`src/rtl/viterbi_pkg.sv`:
```
// Shared definitions for the Viterbi link.
// The encoder, the decoder and the branch-metric units all use these
// code parameters, so the code polynomials can never diverge.
//   K   constraint length
//   G0  generator for symbol bit 0 (MSB taps the current bit)
//   G1  generator for symbol bit 1 (same tap convention)
package viterbi_pkg;

  localparam int             K  = 3;
  localparam logic [K-1:0]   G0 = 3'b111;
  localparam logic [K-1:0]   G1 = 3'b101;

  typedef enum logic {
    S_DATA,
    S_FLUSH
  } enc_state_t;

  typedef logic [1:0] sym_t;

endpackage

```
`src/rtl/conv_parity.sv`:
```
// Parity of one generator tap set over the encoder window.
// Ports:
//   w       in  K  window {u(t), u(t-1), ..., u(t-K+1)}
//   gen     in  K  generator polynomial, MSB taps u(t)
//   parity  out 1  XOR of the tapped window bits
module conv_parity #(
  parameter int K = 3
) (
  input  logic [K-1:0] w,
  input  logic [K-1:0] gen,
  output logic         parity
);

  assign parity = ^(w & gen);

endmodule

```
`src/rtl/conv_encoder.sv`:
```
// Rate-1/2 convolutional encoder with zero-tail termination.
// One information bit per accepted handshake yields one registered symbol;
// after the frame's last bit, K-1 zero tail bits drive the trellis to state 0.
// Ports:
//   clk        in  1  clock, rising edge
//   rst_n      in  1  asynchronous active-low reset
//   in_bit     in  1  information bit
//   in_valid   in  1  in_bit is valid
//   in_last    in  1  in_bit is the final bit of the frame
//   in_ready   out 1  encoder accepts in_bit this cycle
//   tx_pair    out 2  encoded symbol {p1, p0}
//   out_valid  out 1  tx_pair is valid
//   out_last   out 1  tx_pair is the final tail symbol of the frame
//   out_ready  in  1  downstream accepts tx_pair this cycle
module conv_encoder #(
  parameter int           K  = viterbi_pkg::K,
  parameter logic [K-1:0] G0 = viterbi_pkg::G0,
  parameter logic [K-1:0] G1 = viterbi_pkg::G1
) (
  input  logic       clk,
  input  logic       rst_n,
  input  logic       in_bit,
  input  logic       in_valid,
  input  logic       in_last,
  output logic       in_ready,
  output logic [1:0] tx_pair,
  output logic       out_valid,
  output logic       out_last,
  input  logic       out_ready
);

  import viterbi_pkg::*;

  localparam int            TW        = $clog2(K);
  localparam logic [TW-1:0] LAST_TAIL = TW'(K - 2);

  enc_state_t    state;
  logic [K-2:0]  sr;        // sr[K-2] = u(t-1), sr[0] = u(t-K+1)
  logic [TW-1:0] tail_cnt;

  logic          load;
  logic          step;
  logic          u;
  logic [K-1:0]  w;
  logic          p0;
  logic          p1;
  sym_t          next_sym;

  // The output register can take a new symbol when empty or being drained.
  assign load     = !out_valid || out_ready;
  assign in_ready = (state == S_DATA) && load;

  // NOTE: every always_comb output gets a default first so no latch is inferred.
  always_comb begin
    u    = 1'b0;
    step = load;
    if (state == S_DATA) begin
      u    = in_bit;
      step = in_valid && load;
    end
  end

  assign w        = {u, sr};
  assign next_sym = {p1, p0};

  conv_parity #(.K(K)) u_parity0 (.w(w), .gen(G0), .parity(p0));
  conv_parity #(.K(K)) u_parity1 (.w(w), .gen(G1), .parity(p1));

  // NOTE: sequential state uses non-blocking assignments so every register
  // samples the pre-edge values regardless of statement order.
  always_ff @(posedge clk or negedge rst_n) begin
    if (!rst_n) begin
      state     <= S_DATA;
      sr        <= '0;
      tail_cnt  <= '0;
      tx_pair   <= 2'b00;
      out_valid <= 1'b0;
      out_last  <= 1'b0;
    end else if (step) begin
      // Shifting {u, sr} right by one drops the oldest bit.
      sr        <= w[K-1:1];
      tx_pair   <= next_sym;
      out_valid <= 1'b1;
      out_last  <= 1'b0;
      case (state)
        S_DATA: begin
          if (in_last) begin
            state    <= S_FLUSH;
            tail_cnt <= '0;
          end
        end
        S_FLUSH: begin
          tail_cnt <= tail_cnt + 1'b1;
          // The (K-1)th tail symbol closes the frame; sr is all zero after it.
          if (tail_cnt == LAST_TAIL) begin
            out_last <= 1'b1;
            state    <= S_DATA;
          end
        end
        default: state <= S_DATA;
      endcase
    end else if (out_ready) begin
      out_valid <= 1'b0;
      out_last  <= 1'b0;
    end
  end

endmodule

```
`config.mk`:
```
export PLATFORM = sky130hd
export DESIGN_NAME = conv_encoder
export DESIGN_NICKNAME = d
export VERILOG_FILES = /design/src/rtl/viterbi_pkg.sv /design/src/rtl/conv_parity.sv /design/src/rtl/conv_encoder.sv
export SDC_FILE = /design/constraint.sdc
export NUM_CORES = 1
export LEC_CHECK = 0
export CORE_AREA = 2 2 39 41
export CTS_CLUSTER_SIZE = 8
export DETAILED_ROUTE_END_ITERATION = 12
export DIE_AREA = 0 0 41 43
export GPL_TIMING_DRIVEN = 0
export PLACE_DENSITY = 0.67
export SLEW_MARGIN = 20
export SYNTH_ARGS = -nofsm -noshare
export SYNTH_HDL_FRONTEND = slang
export SYNTH_SLANG_ARGS = --single-unit
export TNS_END_PERCENT = 1
```
`constraint.sdc`:
```
create_clock -name clk -period 1.48 [get_ports clk]
set_clock_uncertainty 0.15 [all_clocks]
set_input_delay 0.148 -clock clk [delete_from_list [all_inputs] [get_ports clk]]
set_output_delay 0.148 -clock clk [all_outputs]
set_load 0.01 [all_outputs]
```
==> PnR_summary.wiki <==
{| class="wikitable"
! Metric !! Value
|-
| Status || finished, final reports clean
|-
| Multi-input gate area || 212.7 um^2
|-
| Top library cells by usage in the layout, fill and taps aside || dfrtp_1, clkdlybuf4s50_1, o21ai_0
|-
| 1st-pass router iterations || 3
|-
| Sequential cell area || 225.2 um^2
|-
| Distinct cell type count after synthesis || 18
|-
| Clk sinks || 9
|-
| TritonCTS buffer count || 3
|-
| Utilization after layout || 44.12%
|-
| Syn. warnings || 0
|-
| Residual DRC || 0
|-
| Maximum resistive drop on vdd || 763.6 uV
|-
| Final period util || 96.08%
|-
| Number of cells on the worst reg-to-reg path || 4
|-
| H-tree levels || 1
|-
| Placed wire-length estimate || 582 um
|-
| CP cell instances || clkdlybuf4s50_1
|-
| Register-to-register setup slack || 0.06 ns
|-
| Number of standard cells in the layout, taps in and fillers out || 69
|-
| Required time worst endpoint || 1.18 ns
|-
| Achievable Freq || 0.7032 GHz
|-
| Leading cell type in the layout, fill and taps excluded || dfrtp_1
|-
| Congestion Overflow GR || 0
|-
| Fin worst setup slack || 0.05801 ns
|-
| Min Tclk post-route || 1.422 ns
|-
| First-pass GRT wire length || 1317 um
|-
| Setup repair after global routing missed its margin || false
|-
| Total global-route track usage || 12.04%
|-
| First DRT Iteration DRCs || 4
|-
| Wirelength per Cell || 11.26 um
|-
| Maximum buffer depth of the clock tree || 2
|-
| Layout cell share with drive strength beyond 1 || 24.53%
|-
| Number of placed I/O pins || 11
|-
| Fraction of the yosys area taken by sequential cells || 49.72%
|-
| Cell taking the most area after synthesis || dfrtp_1
|-
| Critical path start-end classification || register to output port
|-
| Placed Cells incl. Taps || 64
|-
| Worst Setup End Kind || output port
|-
| # nets final || 61
|-
| Number of pins with negative max-slew slack in the final report || 0
|-
| Ratio of total power to cell area || 1856 mW/mm^2
|-
| RD Place Congestion || 0.7222
|-
| Worst max-slew margin expressed relative to the limit || 71.44%
|-
| Kind of launch point of the worst setup path || register
|-
| Largest net degree at the start of global routing || 10
|-
| Height of the die || 43 um
|-
| Synth top area cells || dfrtp_1, mux2_2, nor2b_4
|-
| Count of maximum capacitance violations || 0
|-
| Core region area || 0.001384 mm^2
|-
| Capturing point of the worst reg2reg path || tx_pair[1]
|-
| Via Count || 325
|-
| Leak || 0.2913 nW
|-
| Layout overhead on the synthesized area || 34.81%
|-
| Setup slack after placement || -0.2042 ns
|-
| Cell type group with the largest total delay on the critical path || buffers and inverters
|-
| Fill cells || 140
|-
| Clock insertion delay at the later pin of the skew report || 0.26 ns
|-
| Per-cell via count in the routed design || 4.710
|-
| Buf/Inv on CP || 1
|-
| Die width || 41 um
|-
| Slew of the pin with the lowest slew margin || 0.4270 ns
|-
| Via count of the first global-routing pass || 334
|-
| Critical-path top delay cell || clkdlybuf4s50_1
|-
| Row cnt || 14
|-
| HP Class || input pin to async pin
|-
| Netlist Area Pre-Place || 452.9 um^2
|-
| Final setup violation count || 0
|-
| Clock-pin slew of the registers on the worst-case setup and hold paths || 0.06 ns
|-
| Routed WL || 777 um
|-
| Data arrival at the endpoint of the critical path || 1.12 ns
|-
| Highest cell delay on the worst timing path || 0.53 ns
|-
| Initial Util || 32.73%
|-
| Root buffer cell || clkbuf_4
|-
| TritonCTS clock tree || built
|-
| Port Buffers || 10
|-
| Routed Antenna Nets || 0
|-
| Beginning of the worst register-to-register path || out_valid
|-
| Synthesized flop and latch total || 9
|-
| Synthesized Nets || 45
|-
| Top cell type's share of synthesized area || 49.72%
|-
| Count of antenna diodes in the layout || 0
|-
| Average size of a mapped cell || 11.92 um^2
|-
| Hold Violations, Final || 0
|-
| Cells after synthesis || 38
|-
| Die ar. || 0.001763 mm^2
|-
| Antenna violations before repair || 0
|-
| Largest driver fanout on the critical path || 2
|}
[through the flow]
stage                     hold WS [ns]  instance area [um^2]  setup TNS, ns  power [mW]
after floorplan                -0.2976                 452.9              0      0.7809
after global placement          0.3281                 573.1        -0.4613      0.9494
after detailed placement        0.3334                 573.1        -0.4654      0.9655
after CTS                      0.04447                 604.3              0       1.159
after global routing           0.05228                 610.6              0       1.224
final                          0.03545                 610.6              0       1.133
[cell usage after synthesis]
| cell | number |
|---|---|
| a31oi_1 | 2 |
| buf_6 | 1 |
| nor2_4 | 2 |
| nor2b_1 | 1 |
| mux2_4 | 1 |
| nor2b_4 | 2 |
| nand2_1 | 3 |
| o21ai_0 | 5 |
| mux2_2 | 3 |
| inv_1 | 1 |
| nor2_1 | 1 |
| a21oi_1 | 1 |
| xor2_1 | 1 |
| nand2b_1 | 1 |
| ha_1 | 1 |
| xnor2_1 | 2 |
| nand3_1 | 1 |
| dfrtp_1 | 9 |
[repair_timing]
| item | CTS | global route |
|---|---|---|
| endpoints found under the setup margin | 2 | 6 |
| buffers inserted | 1 | 0 |
| pin swaps | 0 | 1 |
| cloned | 0 | 0 |
| resized for setup | 2 | 3 |
| hold buffers | 0 | 0 |
[report_power, final]
part | switching, mW | internal, mW | total [mW]
registers | 0.0614 | 0.354 | 0.416
clock network | 0.0842 | 0.104 | 0.188
logic | 0.228 | 0.301 | 0.529
[worst max-delay path by stage]
stage	from	endpoint	slack [ns]	depth (start not counted)
floorplan	out_valid	sr[0]	0.17	3
global route	out_valid	in_ready	0.006	3
finish	out_last	out_last	0.06	1
CTS	tx_pair[1]	tx_pair[1]	0.02	1
detailed placement	out_ready	in_ready	-0.20	4
global placement	out_ready	in_ready	-0.21	4
[sequential cells by signal (all words and copies together) (netlist names)]
signal     cells
tail_cnt       2
tx_pair        2
out_last       1
state          1
sr             2
out_valid      1
[per-layer routing]
metal / GRT usage, % / wire length, um
met4: 8.000 / 25
met3: 7.853 / 61
met2: 17.50 / 361
met1: 11.88 / 329
met5: 0 / 0
[final cells by class]
cell class	instances	share of cell area (%)
Sequential cell	9	36.89
Multi-Input combinational cell	27	34.84
Timing Repair Buffer	11	18.24
Clock buffer	4	4.303
Tap cell	16	3.279
Buffer	1	1.844
Inverter	1	0.6148
[logic make-up after synthesis]
logic type      share of synthesized area, %
compound gates                         9.390
fa+ha+maj                              2.762
simple gates                           18.23
buf+inv                                3.314
mux                                    10.77
xor+xnor                               5.802
flops                                  49.72
Note: power is estimated with default switching activity, not from simulation.
